==> src/rtl/key_debouncer_mc.sv <==
// Multi-channel key debouncer with registered press/release strobes.
// Optional two-flop input synchroniser enabled by defining KEY_DEBOUNCER_SYNC_EN.
module key_debouncer_mc #(
  parameter int CHANNELS       = 4,
  parameter int CLK_FREQ_MHZ   = 100,
  parameter int GLITCH_TIME_NS = 100,
  parameter int KEY_ACTIVE_LOW = 0
) (
  input  logic                clk_i,
  input  logic                rst_ni,
  input  logic [CHANNELS-1:0] key_i,
  output logic [CHANNELS-1:0] key_state_o,
  output logic [CHANNELS-1:0] key_pressed_stb_o,
  output logic [CHANNELS-1:0] key_released_stb_o,
  output logic                any_event_o
);

  localparam int GLITCH_RAW = GLITCH_TIME_NS * CLK_FREQ_MHZ / 1000;
  localparam int GLITCH_CYC = (GLITCH_RAW < 1) ? 1 : GLITCH_RAW;
  localparam int CW         = $clog2(GLITCH_CYC + 1);
  localparam logic [CW-1:0]       LAST = CW'(GLITCH_CYC - 1);
  localparam logic [CHANNELS-1:0] POL  = (KEY_ACTIVE_LOW != 0) ? '1 : '0;

  logic [CHANNELS-1:0] key_sync;
  logic [CHANNELS-1:0] sample;
  logic [CHANNELS-1:0] state_d;
  logic [CHANNELS-1:0] press_d;
  logic [CHANNELS-1:0] rel_d;
  logic [CW-1:0]       cnt_q [CHANNELS];
  logic [CW-1:0]       cnt_d [CHANNELS];

`ifdef KEY_DEBOUNCER_SYNC_EN
  logic [CHANNELS-1:0] sync1_q;
  logic [CHANNELS-1:0] sync2_q;

  always_ff @(posedge clk_i or negedge rst_ni) begin
    if (!rst_ni) begin
      sync1_q <= '0;
      sync2_q <= '0;
    end else begin
      sync1_q <= key_i;
      sync2_q <= sync1_q;
    end
  end

  assign key_sync = sync2_q;
`else
  assign key_sync = key_i;
`endif

  assign sample = key_sync ^ POL;

  // A disagreeing sample bumps the count; GLITCH_CYC consecutive ones flip the level.
  always_comb begin
    state_d = key_state_o;
    press_d = '0;
    rel_d   = '0;
    cnt_d   = '{default: '0};
    for (int unsigned n = 0; n < CHANNELS; n++) begin
      if (sample[n] != key_state_o[n]) begin
        if (cnt_q[n] == LAST) begin
          state_d[n] = sample[n];
          press_d[n] = sample[n];
          rel_d[n]   = ~sample[n];
        end else begin
          cnt_d[n] = cnt_q[n] + CW'(1);
        end
      end
    end
  end

  always_ff @(posedge clk_i or negedge rst_ni) begin
    if (!rst_ni) begin
      key_state_o        <= '0;
      key_pressed_stb_o  <= '0;
      key_released_stb_o <= '0;
      cnt_q              <= '{default: '0};
    end else begin
      key_state_o        <= state_d;
      key_pressed_stb_o  <= press_d;
      key_released_stb_o <= rel_d;
      cnt_q              <= cnt_d;
    end
  end

  assign any_event_o = |{key_pressed_stb_o, key_released_stb_o};

endmodule

==> config.mk <==
export PLATFORM = sky130hd
export DESIGN_NAME = key_debouncer_mc
export DESIGN_NICKNAME = d
export VERILOG_FILES = /design/src/rtl/key_debouncer_mc.sv
export SDC_FILE = /design/constraint.sdc
export NUM_CORES = 1
export LEC_CHECK = 0
export ABC_AREA = 1
export BUFFER_PORTS_ARGS = -buffer_cell sky130_fd_sc_hd__buf_2
export CORE_MARGIN = 3
export CORE_UTILIZATION = 54
export CTS_CLUSTER_DIAMETER = 200
export DETAILED_ROUTE_END_ITERATION = 8
export PLACE_DENSITY = 0.82
export SYNTH_ARGS = -nofsm -noshare
export SYNTH_HDL_FRONTEND = slang
export SYNTH_SLANG_ARGS = --single-unit
==> constraint.sdc <==
create_clock -name clk_i -period 1.3 [get_ports clk_i]
set_clock_uncertainty 0.05 [all_clocks]
set_input_delay 0.13 -clock clk_i [delete_from_list [all_inputs] [get_ports clk_i]]
set_output_delay 0.13 -clock clk_i [all_outputs]
set_load 0.05 [all_outputs]
==> metrics.txt <==
final instance area=0.00143 mm^2; H-tree Lvls=1; Slew headroom=0.602; crit path DAT=1.14 ns; CP Class=flip-flop to output port; Die Ht=53.3 um; largest area contributor in the netlist=dfrtp_1; clock latency on the worst-skew pair=0.32 ns; P&R area growth vs syn=18.7%; Mean Syn Cell Area=9.21 um^2; routed wire length=2010 um; outcome=finished with violations; Final Max Tran Viols=0; RSZ-0062 raised after global routing=true; starting density of the core=0.591; number of max-capacitance violations reported=0; clock slew at reported path FFs=0.14 ns; Net Count, Synth=145; Routed Antenna Nets=0; Buffers on Ports=18; TritonCTS clock tree=built; dpl hpwl=1550 um; drt wl/cell=11.0 um; Setup violations, final=1; Cell Rows=16; final net count=171; setup TNS=-0.0194 ns; #FFs+latches synth=28; leakage power=0.777 nW; largest net degree at the start of global routing=29; DP Area=0.00134 mm^2; FF-to-FF path depth=4; minimum clock period=1.32 ns; via/cell ratio=4.99; vias in the first global route=850; # diodes=0; fraction of layout cells with a size suffix above 1=0.192; grt total ovfl=0; total CTS buffers=3; Critical Path End Type=output port; f_max=758 MHz; Pwr per Cell Area=1460 mW/mm^2; Seq/Total Area, Yosys=0.581; number of remaining DRC errors=0; number of distinct library cells after synthesis=11; DR iter-0 viols=12; RD Place Congestion=0.734; Clock Sinks=28; total die area=0.00284 mm^2; Die Width=53.3 um; Yosys top cell area share=0.581; dominant synthesized flop cell=dfrtp_1; fin crit share=1.01; CP required=1.12 ns; asr flop ratio synth=1.00; global-route wire length before repair=3420 um; EDFF count, synth=0; Root Buffer=clkbuf_4; failing checks=setup timing; Gate Count Post-Synth=131; core region area=0.00204 mm^2; Post-synth top cells=nor2_1 (31), dfrtp_1 (28), nand2_1 (24), inv_1 (18), nand3_1 (10); Max VDD drop=0.842 mV; hold path cells=4; Tot GR Track Use=0.166; startpoint types=flip-flop; initial antenna violation count=0; drt first pass iters=4; Clock Path Buffers=2; HP Class=primary input to flip-flop; synthesized area=0.00121 mm^2; Yosys Warn Count=0; Worst-Margin Slew=0.597 ns; post-CTS setup buffer count=0; via count of the routed design=914; Crit Path Max Fanout=2; top post-synthesis cells by area=dfrtp_1 (58%), nor2_1 (9.6%), ha_1 (8.3%); worst setup margin=-0.0194 ns; # IOs=19; Fin. Hold Viols=0; top-count cell post-synth=nor2_1
==> worst paths after layout <==
check	from	end	slack (ns)
setup reg to reg	cnt_q[4]	cnt_q[6]	0.11
min in group asynchronous	rst_ni	key_state_o[3]	0.28
hold reg to reg	cnt_q[12]	cnt_q[12]	0.45
setup / recovery	key_released_stb_o[1]	any_event_o	-0.02
max in group asynchronous	rst_ni	key_pressed_stb_o[1]	0.50
hold / removal	key_i[1]	key_released_stb_o[1]	0.01
==> power breakdown <==
group	internal, W	leakage, nW	switching (W)
Sequential	0.000991	0.348	0.000122
Clock	0.000312	0.0279	0.000250
Combinational	0.000156	0.401	0.000257
==> layer usage <==
layer  wire length, um  global-route usage  up-vias
li1                  -                   -      452
met5                 0                   0        -
met2              1040               0.304       18
met3                91              0.0423        2
met4                21              0.0553        0
met1               860               0.182      442
==> through the flow <==
step                total power [W]  utilization  cells  hold WS (ns)  setup slack (ns)
floorplan                   0.00142            -    131        -0.216           0.00552
global placement            0.00150        0.656    176         0.116             0.196
detailed placement          0.00154        0.656    176         0.120             0.141
CTS                         0.00211        0.700    183       0.00201           -0.0368
global route                0.00223        0.701    183        0.0220           -0.0695
finish                      0.00209        0.701    183        0.0128           -0.0194
==> cell usage in the layout, fill, tap and decap left out <==
| master | synthesis | final |
|---|---|---|
| clkbuf_4 | 0 | 4 |
| nand2_1 | 24 | 24 |
| dlygate4sd3_1 | 0 | 3 |
| nand3_1 | 10 | 10 |
| inv_1 | 18 | 18 |
| buf_2 | 0 | 16 |
| o21ai_0 | 4 | 4 |
| xnor2_1 | 4 | 4 |
| ha_1 | 8 | 8 |
| nand4_1 | 2 | 2 |
| nor3_1 | 1 | 1 |
| buf_6 | 0 | 1 |
| nor2_1 | 31 | 31 |
| bufinv_16 | 0 | 1 |
| dfrtp_2 | 0 | 8 |
| xor2_1 | 1 | 1 |
| dfrtp_1 | 28 | 20 |
==> flip-flops by register name, indices dropped and copies added, names as in the netlist <==
signal / cells
key_state_o: 4
key_released_stb_o: 4
key_pressed_stb_o: 4
cnt_q: 16
==> final cells by class <==
cell class | count | area, um^2
Timing Repair Buffer | 21 | 129
Inverter | 18 | 67.6
Fill cell | 155 | 611
Clock inverter | 1 | 30.0
Sequential cell | 28 | 711
Multi-Input combinational cell | 85 | 438
Clock buffer | 3 | 22.5
Tap cell | 27 | 33.8
==> cells by family (layout without fill, tap and decap cells) <==
group                      after synthesis  in the layout  share of synthesized area
and+or+nand+nor                         68             68                      0.227
DFF                                     28             28                      0.581
buffers and inverters                   18             43                     0.0560
adders and majority gates                8              8                     0.0830
xor gates and xnor gates                 5              5                     0.0363
AOI/OAI and AO/OA                        4              4                     0.0166
==> repair_timing <==
item | in CTS | in global routing
hold buffers | 3 | 0
gates resized for setup | 2 | 1
pin swaps | 1 | 2
endpoints found under the setup margin | 1 | 2
endpoints found under the hold margin | 30 | 0
==> worst max-delay path: stages, from the launching register on <==
cell     delay [ns]
dfrtp_2        0.44
nor2_1         0.10
nand4_1        0.11
buf_6          0.17
No activity file was read; power rests on OpenSTA's default activity.
